===== src/rtl/mul_operand_feeder.sv =====
// mul_operand_feeder: FIFO-buffered A-then-B operand sequencer for the repeated-addition multiplier.
// Define MUL_FEED_TIMEOUT_EN to compile in a bounded WAIT that ends with out_err=1.
module mul_operand_feeder #(
  parameter int unsigned DW      = 16,
  parameter int unsigned DEPTH   = 4,
  parameter int unsigned TIMEOUT = 1023
) (
  input  logic          clk,
  input  logic          rst_n,
  input  logic          in_valid,
  output logic          in_ready,
  input  logic [DW-1:0] in_a,
  input  logic [DW-1:0] in_b,
  output logic          mul_start,
  output logic [DW-1:0] mul_data,
  input  logic          mul_done,
  input  logic [DW-1:0] mul_product,
  output logic          mul_restart,
  output logic          out_valid,
  input  logic          out_ready,
  output logic [DW-1:0] out_product,
  output logic          out_err,
  output logic          busy
);
  localparam int unsigned AW = $clog2(DEPTH);

  typedef enum logic [2:0] {IDLE, ISSUE, LOAD_A, LOAD_B, WAIT, RESULT, RESTART} state_t;
  state_t state, state_nxt;

  logic [DW-1:0] fifo_a [DEPTH];
  logic [DW-1:0] fifo_b [DEPTH];
  logic [AW:0]   wr_ptr, rd_ptr;
  logic          empty, full, push, pop;
  logic [DW-1:0] head_a, head_b;
  logic [DW-1:0] a_reg, b_reg;
  logic          start_d, valid_d, timed_out;
  logic [DW-1:0] data_d;

  // Pointers carry one wrap bit so full and empty are distinguishable.
  assign empty  = (wr_ptr == rd_ptr);
  assign full   = (wr_ptr[AW] != rd_ptr[AW]) && (wr_ptr[AW-1:0] == rd_ptr[AW-1:0]);
  assign push   = in_valid && !full;
  assign pop    = (state == IDLE) && !empty;
  assign head_a = fifo_a[rd_ptr[AW-1:0]];
  assign head_b = fifo_b[rd_ptr[AW-1:0]];

  assign in_ready    = !full;
  assign busy        = (state != IDLE) || !empty;
  assign mul_restart = (state == RESTART) || !rst_n;

  always_ff @(posedge clk or negedge rst_n) begin
    if (!rst_n) begin
      wr_ptr <= '0;
      rd_ptr <= '0;
    end else begin
      if (push) wr_ptr <= wr_ptr + (AW+1)'(1);
      if (pop)  rd_ptr <= rd_ptr + (AW+1)'(1);
    end
  end

  always_ff @(posedge clk) begin
    if (push) begin
      fifo_a[wr_ptr[AW-1:0]] <= in_a;
      fifo_b[wr_ptr[AW-1:0]] <= in_b;
    end
  end

`ifdef MUL_FEED_TIMEOUT_EN
  localparam int unsigned CW = $clog2(TIMEOUT + 1);
  logic [CW-1:0] wait_cnt;

  // Held at zero outside WAIT, so every WAIT entry starts a fresh count.
  always_ff @(posedge clk or negedge rst_n) begin
    if (!rst_n)              wait_cnt <= '0;
    else if (state != WAIT)  wait_cnt <= '0;
    else                     wait_cnt <= wait_cnt + CW'(1);
  end

  assign timed_out = (state == WAIT) && (wait_cnt == CW'(TIMEOUT - 1));

  always_ff @(posedge clk or negedge rst_n) begin
    if (!rst_n)                          out_err <= 1'b0;
    else if (state == WAIT && mul_done)  out_err <= 1'b0;
    else if (timed_out)                  out_err <= 1'b1;
  end
`else
  assign timed_out = 1'b0;
  assign out_err   = 1'b0;
`endif

  always_ff @(posedge clk or negedge rst_n) begin
    if (!rst_n) state <= IDLE;
    else        state <= state_nxt;
  end

  always_comb begin
    state_nxt = state;
    unique case (state)
      IDLE:    if (!empty) state_nxt = ISSUE;
      ISSUE:   state_nxt = LOAD_A;
      LOAD_A:  state_nxt = LOAD_B;
      LOAD_B:  state_nxt = WAIT;
      WAIT:    if (mul_done || timed_out) state_nxt = RESULT;
      RESULT:  if (out_ready) state_nxt = RESTART;
      RESTART: state_nxt = IDLE;
      default: state_nxt = IDLE;
    endcase
  end

  // Registered outputs are decoded from the next state; ISSUE is only ever
  // entered from IDLE on a pop, so its A operand comes straight from the head.
  always_comb begin
    start_d = 1'b0;
    data_d  = '0;
    valid_d = 1'b0;
    unique case (state_nxt)
      ISSUE: begin
        start_d = 1'b1;
        data_d  = head_a;
      end
      LOAD_A:       data_d  = a_reg;
      LOAD_B, WAIT: data_d  = b_reg;
      RESULT:       valid_d = 1'b1;
      default: ;
    endcase
  end

  always_ff @(posedge clk or negedge rst_n) begin
    if (!rst_n) begin
      mul_start   <= 1'b0;
      mul_data    <= '0;
      out_valid   <= 1'b0;
      out_product <= '0;
      a_reg       <= '0;
      b_reg       <= '0;
    end else begin
      mul_start <= start_d;
      mul_data  <= data_d;
      out_valid <= valid_d;
      if (pop) begin
        a_reg <= head_a;
        b_reg <= head_b;
      end
      if (state == WAIT && mul_done) out_product <= mul_product;
      else if (timed_out)            out_product <= '0;
    end
  end
endmodule


===== config.mk =====
export PLATFORM = sky130hd
export DESIGN_NAME = mul_operand_feeder
export DESIGN_NICKNAME = d
export VERILOG_FILES = /design/src/rtl/mul_operand_feeder.sv
export SDC_FILE = /design/constraint.sdc
export NUM_CORES = 1
export LEC_CHECK = 0
export ABC_AREA = 1
export ABC_CLOCK_PERIOD_IN_PS = 5400
export BUFFER_PORTS_ARGS = -buffer_cell sky130_fd_sc_hd__buf_2
export CAP_MARGIN = 20
export CORE_ASPECT_RATIO = 1.75
export CORE_MARGIN = 2
export CORE_UTILIZATION = 44
export CTS_BUF_LIST = sky130_fd_sc_hd__clkbuf_8
export CTS_CLUSTER_DIAMETER = 60
export CTS_CLUSTER_SIZE = 40
export DETAILED_ROUTE_END_ITERATION = 10
export PLACE_DENSITY = 0.69
export SLEW_MARGIN = 25
export SYNTH_ARGS = -nofsm -noshare
export SYNTH_HDL_FRONTEND = slang
export SYNTH_SLANG_ARGS = --single-unit

===== constraint.sdc =====
create_clock -name clk -period 5.4 [get_ports clk]
set_clock_uncertainty 0.15 [all_clocks]
set_input_delay 0.54 -clock clk [delete_from_list [all_inputs] [get_ports clk]]
set_output_delay 0.54 -clock clk [all_outputs]
set_load 0.05 [all_outputs]

# Word level (Yosys, flattened, before mapping)
# Memories as Yosys holds them, arrays and structs flattened. A register that Yosys moved wholly into a read port is not among the register bits.
# Index checks and enable logic that the tools add are counted.
# totals
reg_bits	59
ram_bits	128
input_bits	53
output_inout_bits	38
word_cells	48
mem_count	2
# memory_table
name	words	width	rd	rd_ports_with_merged_regs	wr	line	rtl
fifo_a	4	16	1	0	1	30	logic [DW-1:0] fifo_a [DEPTH];
fifo_b	4	16	1	1	1	31	logic [DW-1:0] fifo_b [DEPTH];
# op_classes
addsub	2
n_eq_ne	14
mux	9
n_reduce_logical	13
# op_table
cell	count
$pmux 16 s3	1
$pmux 3 s6	1
$eq 3x3->1 const B	5
$eq 3x2->1 const B	4
$mux 3	3
$add 3x1->3 const B	2
$eq 3x1->1 const B	2
$logic_and 1x1->1	4
$logic_not 1->1	4
$mux 1	4
$eq 3x3->1	1
$logic_not 3->1	1
$reduce_bool 3->1	1
$eq 2x2->1	1
$logic_or 1x1->1	2
$reduce_or 2->1	1
$ne 1x1->1	1

# Longest topological paths before layout
# Gate-level depths: netlist of run 1.
# logic_depth
word_depth	6
depth_mapped	9
ltp_nobuf	7

# Worst setup path after synthesis of run 1
# OpenSTA, ideal clock, no wires.
# synth_path
kind	register to register
start	register rd_ptr[0]
end	memory fifo_a[0][0] (enable)
setup_time_ps	421
arrival_time_ps	2809
required_ps	4829
setup_slack_ps	2020
stages_incl_launch_ff	6
n_path_buf	1
synth_period_minus_slack_ps	3380
path_cell_list	dfrtp_1 > buf_2 > xnor2_2 > nand3_1 > nand2_1 > nor2_1
# synth_between
elab_chain_cells	6
# synth_rtl
element	line	rtl
start, declared	32	logic [AW:0] wr_ptr, rd_ptr;
start signal, assigned	57	if (pop) rd_ptr <= rd_ptr + (AW+1)'(1);
$eq 2x2->1	41	assign full = (wr_ptr[AW] != rd_ptr[AW]) && (wr_ptr[AW-1:0] == rd_ptr[AW-1:0]);
$logic_and 1x1->1	41	
$logic_not 1->1	-	
net in_ready	11	output logic in_ready,
$logic_and 1x1->1	42	assign push = in_valid && !full;
$mux 1	62	if (push) begin
$mux 1 (implied by the code)	63	fifo_a[wr_ptr[AW-1:0]] <= in_a;
end, declared	30	
# The timed path passes the listed nets, and every way through them passes these cells.

# Worst setup path in the final report of run 1
# layout_path
start	register state[1]
end	output busy
# layout_between
elab_chain_cells	2
# layout_rtl
element	line	rtl
start, declared	28	state_t state, state_nxt;
start signal, assigned	93	else state <= state_nxt;
$reduce_bool 3->1	48	assign busy = (state != IDLE) || !empty;
$logic_or 1x1->1	48	
end, declared	23	output logic busy
# Every way passes these cells.

==> impl_metrics.ini, run 1 <==
[placement]
portBuffers = 89
place_hpwl_microns = 10660
placedInstanceArea_sq_um = 8935
gp_congestion = 0.7899
dp_slack_ns = 3.021

[logic_synthesis]
synthXorXnorAreaFrac_pct = 0.8106
yosysMostFrequentCell = nand2_1
synthAdderAreaFrac_pct = 0.7505
synthArstFlopShare_pct = 36.95
synth.top_cells.by_count = nand2_1 (233), edfxtp_1 (128), nor2_1 (83)
syn_inst = 774
synth_top_family_by_area = simple AND/OR/NAND/NOR gates
synth-simple-area-share_pct = 22.11
syn-cell-area_sq_um = 8335
ys_seq_area_share_pct = 68.63
yosys_warnings = 0
synth_area_leaders = edfxtp_1 (46%), dfrtp_1 (23%), nand2_1 (10%), nand3_1 (3.9%), nor2_1 (3.7%)
synth.distinct_cells = 29
synth_nets = 832
syn_area_per_cell_sq_um = 10.77
yosys.area.top_type = edfxtp_1
ys.flop_type = edfxtp_1
synth-seq-cells = 203
synth_edf_count = 128
synth_compound_area_share_pct = 2.342
synth_mux_area_share_pct = 0
synth_top_area_share_pct = 46.11

[clocking]
insertion_delay_ns = 0.52
cts_made_buffers = 10
cts_buffer_depth = 3
cts_root_buf = clkbuf_8
holdBufCountCts = 1
cts_setup_buffers = 0
cts-htree-levels = 1
cts_tree = yes
cts_sinks = 203
clkTransAtPathRegs_ns = 0.19
ctsResizeCount = 0

[timing]
drv_slew = 0
fin_ws_ns = 2.719
tns_ns = 0
fmax_mhz = 373.1
period_needed_ns = 2.681
setup_viol_count_final = 0
relSlewSlack_pct = 35.86
period_share_pct = 49.64
tightestPinTransition_ns = 0.9569
rsz0062_at_grt = false
hold_viol = 0

[grt]
antenna_found_initial = 1
grt_overflow = 0
grt_first_pass_wirelength_microns = 25180
grt_max_degree = 90
grt.total_usage_pct = 15.92
grt_pass1_vias = 5090

[pwr]
power_leakage_nw = 4.127
ir_worst_vdd_mv = 0.2642
power_density_nw_per_um2 = 580.3
total_power_w = 0.005317

[worst_setup_path]
cpPeakStageDelay_ns = 0.49
end_kind = primary output
cp.arrival_ns = 1.99
required_ns = 4.71
cp_max_fo = 19
critPathSlowestCell = dfrtp_1
rrSetupSlack_ns = 2.97
critPathLaunchType = register
critical_path_class = register to primary output
path_cells = nor2_1 -> nand2_1 -> inv_2 -> nand4_1 -> buf_2

[finish]
fin_area_sq_um = 9163
syn2layout_area_growth_pct = 9.922
final_nets = 908
antenna_cells = 0
drive_gt1_share_pct = 18.27

[die]
die_x_microns = 108.0
initial_core_util_pct = 44.86
coreArea_sq_um = 18580
rows = 66
ioPinCount = 91
die_y_microns = 186.1
dieArea_sq_um = 20100

[drt]
finalWirelength_microns = 15780
vias = 5260
drt_pre_antenna_iters = 5
via_per_inst = 4.817
ant_nets = 0
drc_errors = 0
post_drt_wl_per_cell_microns = 14.45
first_iter_violations = 313

[status]
status = finished, final reports clean

[min_path]
hold_class = input pin to register

[run]
maxCapViolCount = 0
==> path summary, 6_finish.rpt <==
| path | from | end | depth (start not counted) |
|---|---|---|---|
| worst max-delay path | state[1]$_DFF_PN0_ | busy | 5 |
| worst min-delay path | mul_product[8] | out_product[8]$_DFFE_PN0P_ | 3 |
| worst max register to register | rd_ptr[1]$_DFFE_PN0P_ | fifo_b[3][0]$_DFFE_PP_ | 6 |
| worst min register to register | out_product[2]$_DFFE_PN0P_ | out_product[2]$_DFFE_PN0P_ | 2 |
| max in group asynchronous | rst_n | out_product[4]$_DFFE_PN0P_ | 3 |
| min in group asynchronous | rst_n | wr_ptr[1]$_DFFE_PN0P_ | 2 |
==> power by group <==
group | switching, W | internal (W)
Sequential | 0.000185 | 0.00215
Clock | 0.000466 | 0.000214
Combinational | 0.00167 | 0.000626
==> routing by layer <==
metal,vias to the layer above,part of all wire (%),track usage [%]
met1,2456,38,18.62
met4,2,2.0,5.077
met2,119,55,29.86
met3,19,4.2,1.996
li1,2664,-,-
met5,-,0.070,0
==> cell usage in the layout (no fill, tap or decap) <==
cell type,Yosys,final
or2_2,16,16
xnor2_1,3,3
nand2_4,1,1
o21ai_2,1,1
xor2_1,1,1
clkinvlp_4,0,1
o21ai_0,35,35
nor2_1,83,79
clkbuf_8,0,11
buf_4,5,10
nand2_2,9,9
edfxtp_1,128,128
nand4_1,17,17
nor3_2,1,1
inv_16,0,1
nor2_2,0,4
dlygate4sd3_1,0,1
buf_2,16,88
clkinv_8,0,2
xnor2_2,2,2
conb_1,1,1
nand3b_1,1,1
inv_1,55,55
a21boi_2,1,1
dfrtp_2,0,1
nand3_4,1,1
ha_1,5,5
nand2_1,233,233
nor2_4,2,2
inv_4,0,1
nand3_1,65,65
inv_2,3,3
dfrtp_1,75,74
==> logic make-up (layout without fill, tap and decap cells) <==
kind of cell,count (synthesis),after routing
AOI/OAI and AO/OA,37,37
xor gates and xnor gates,6,6
adders and majority gates,5,5
buffers and inverters,93,173
DFF,203,203
other,1,1
and+or+nand+nor,429,429
==> cell type report <==
cell class | count | area [sq um]
sequential | 203 | 5722
inverter | 58 | 217.7
clock buffer | 11 | 151.4
tap | 238 | 297.8
timing repair buffer | 99 | 525.5
clock inverter | 5 | 66.31
multi-input combinational | 478 | 2182
fill | 1699 | 9418
==> critical path, delay by kind of cell (launching register included) <==
kind	cells	cell delay, ns
DFF	1	0.49
and+or+nand+nor	3	0.46
buffers and inverters	2	0.50
==> per-stage QoR <==
stage	util, %	std cells	hold WS [ns]
3_5_place_dp	48.09	1075	0.2694
5_1_grt	49.31	1092	0.02785
6_report	49.31	1092	0.05438
2_1_floorplan	-	774	0.09441
3_3_place_gp	48.09	1075	0.2749
4_1_cts	49.31	1092	0.02867
No activity file was read; power rests on OpenSTA's default activity.
==> run 2, diff against run 1 <==
--- a/config.mk
+++ b/config.mk
@@ -6,7 +6,7 @@
 export NUM_CORES = 1
 export LEC_CHECK = 0
 export ABC_AREA = 1
-export ABC_CLOCK_PERIOD_IN_PS = 5400
+export ABC_CLOCK_PERIOD_IN_PS = 2200
 export BUFFER_PORTS_ARGS = -buffer_cell sky130_fd_sc_hd__buf_2
 export CAP_MARGIN = 20
 export CORE_ASPECT_RATIO = 1.75
@@ -16,7 +16,7 @@
 export CTS_CLUSTER_DIAMETER = 60
 export CTS_CLUSTER_SIZE = 40
 export DETAILED_ROUTE_END_ITERATION = 10
-export PLACE_DENSITY = 0.69
+export PLACE_DENSITY = 0.71
 export SLEW_MARGIN = 25
 export SYNTH_ARGS = -nofsm -noshare
 export SYNTH_HDL_FRONTEND = slang
==> constraint.sdc (replaced) <==
create_clock -name clk -period 2.2 [get_ports clk]
set_clock_uncertainty 0.15 [all_clocks]
set_input_delay 0.22 -clock clk [delete_from_list [all_inputs] [get_ports clk]]
set_output_delay 0.22 -clock clk [all_outputs]
set_load 0.05 [all_outputs]
==> run 2 against run 1 <==
Design area grew 8.6%; non-clock buffer count grew 66; worst hold slack lost 0.018 ns; clock power grew to 2.6 times the previous value; flip-flop and latch count is the same; worst setup slack lost 2.6 ns; count of clock-buffer cells in the layout is the same; sequential share of layout area shrank 4.9 points; global-route usage grew 0.46 points; first-iteration DRC count shrank 28%; final cell count grew 6.0%.
==> impl_metrics.ini, run 2 (synthesized netlist as in run 1, its figures left out) <==
[status]
status = finished, final reports clean

[grt]
grt_overflow = 0
grt_max_degree = 76
antenna_found_initial = 0
grt_first_pass_wirelength_microns = 25520
grt.total_usage_pct = 16.39
grt_pass1_vias = 5313

[clocking]
clkTransAtPathRegs_ns = 0.15
insertion_delay_ns = 0.52
cts_root_buf = clkbuf_8
cts_tree = yes
cts-htree-levels = 1
cts_sinks = 203
cts_made_buffers = 10
cts_buffer_depth = 3

[timing]
tns_ns = 0
period_needed_ns = 2.075
fmax_mhz = 481.9
setup_viol_count_final = 0
drv_slew = 0
relSlewSlack_pct = 64.12
hold_viol = 0
tightestPinTransition_ns = 0.5381
rsz0062_at_grt = false
period_share_pct = 94.33

[pwr]
ir_worst_vdd_mv = 0.8377
p_sw_w = 0.005861
combPwrFrac_pct = 45.1
seq_power_share_pct = 42.2
power_leakage_nw = 4.461
swShare_pct = 42.82
clkPwrFrac_pct = 12.7
power_density_nw_per_um2 = 1376
p_int_w = 0.007829

[worst_setup_path]
critical_path_class = register to primary output
cp.arrival_ns = 1.71
cp_max_fo = 5
r2r_end = fifo_a[1][12]$_DFFE_PP_
rrSetupSlack_ns = 0.28
required_ns = 1.83
worstSetupEndpoint = busy
end_kind = primary output
critPathSlowestCell = dfrtp_1
path_cells = xnor2_2 -> nand4_1 -> buf_6
r2r_start = rd_ptr[0]$_DFFE_PN0P_
critical_path.startpoint = wr_ptr[1]$_DFFE_PN0P_
r2r_cells = 5
critPathLaunchType = register
cpPeakStageDelay_ns = 0.48

[drt]
via_per_inst = 4.793
vias = 5550
first_iter_violations = 225
post_drt_wl_per_cell_microns = 14.03
drc_errors = 0
ant_nets = 0
finalWirelength_microns = 16240
drt_pre_antenna_iters = 4

[finish]
antenna_cells = 0
syn2layout_area_growth_pct = 19.33
n_fill_cell = 1620
drive_gt1_share_pct = 19.13
final_common_cell = nand2_1
final_nets = 974
final_cell_mix = nand2_1 (232), edfxtp_1 (128), buf_2 (87), nor2_1 (78), dfrtp_1 (73)
fin_area_sq_um = 9947

[min_path]
hold_class = input pin to register

[die]
initial_core_util_pct = 44.86
ioPinCount = 91
die_x_microns = 108.0
coreArea_sq_um = 18580
rows = 66
die_y_microns = 186.1
dieArea_sq_um = 20100

[run]
maxCapViolCount = 0

[placement]
gp_congestion = 0.8092
place_hpwl_microns = 11210
portBuffers = 89
placedInstanceArea_sq_um = 9168
[run 2: changes by cell type in the layout (fill, tap and decap cells not counted), moves of 2 or more]
cell,previous run,this run
dlygate4sd3_1,1,51
buf_4,10,19
nor2_4,2,7
clkinv_8,2,0
buf_12,0,7
nor2_2,4,0
[run 2: final cells by class]
cell class	count	area [sq um]	share of cell area [%]
clock buffers	11	151.4	1.522
clock inverters	5	76.32	0.7673
inverters	58	217.7	2.189
multi-input cells	478	2241	22.53
flip-flops and latches	203	5723	57.53
well taps	238	297.8	2.994
repair buffers	165	1240	12.47
[run 2: layer usage]
metal  part of all wire (%)  global-route usage (%)
met2                     53                   31.17
met3                    4.5                   1.681
met4                    4.6                   8.205
met1                     38                   17.65
met5                      0                       0
[run 2: worst min path at each step]
| stage | depth (start not counted) | slack [ns] | endpoint | from |
|---|---|---|---|---|
| after floorplan | 0 | -0.23 | a_reg[0]$_DFFE_PN0P_ | rst_n |
| after global placement | 2 | 0.16 | mul_data[1]$_DFF_PN0_ | rst_n |
| after detailed placement | 2 | 0.17 | mul_data[13]$_DFF_PN0_ | rst_n |
| after CTS | 5 | 0.01 | out_valid$_DFF_PN0_ | mul_done |
| after global routing | 5 | 0.06 | out_valid$_DFF_PN0_ | mul_done |
| final | 5 | 0.04 | out_valid$_DFF_PN0_ | mul_done |
[run 2: through the flow]
stage / hold slack [ns] / setup slack (ns) / util (%) / total power, W / std cells
finish: 0.03650 / 0.1248 / 53.54 / 0.01369 / 1158
global route: 0.06429 / 0.01568 / 53.54 / 0.01465 / 1158
global placement: 0.1644 / 0.2997 / 49.34 / 0.01181 / 1089
floorplan: -0.2256 / 0.05908 / - / 0.01037 / 774
CTS: 0.009635 / 0.02063 / 53.35 / 0.01377 / 1156
detailed placement: 0.1676 / 0.2773 / 49.34 / 0.01197 / 1089
[run 2: power by group through the flow]
stage | Clock (W) | Combinational, W | Sequential (W)
2_1_floorplan | 0 | 0.00366 | 0.00671
3_3_place_gp | 0 | 0.00598 | 0.00582
3_5_place_dp | 0 | 0.00612 | 0.00585
4_1_cts | 0.00180 | 0.00620 | 0.00577
5_1_grt | 0.00190 | 0.00686 | 0.00589
6_report | 0.00174 | 0.00618 | 0.00578
[run 2: timing repair]
item	in CTS	in global routing
resized for setup	3	3
endpoints found under the setup margin	1	1
endpoints found under the hold margin	223	0
setup buffers	0	2
hold buffers	51	0
pin swaps	0	0
[run 2: worst max-delay path, delay by kind of cell, from the launching register on]
kind                   cells  cell delay (ns)
XOR/XNOR                   1             0.33
buffers and inverters      1             0.20
flip-flops                 1             0.48
AND/OR/NAND/NOR            1             0.20
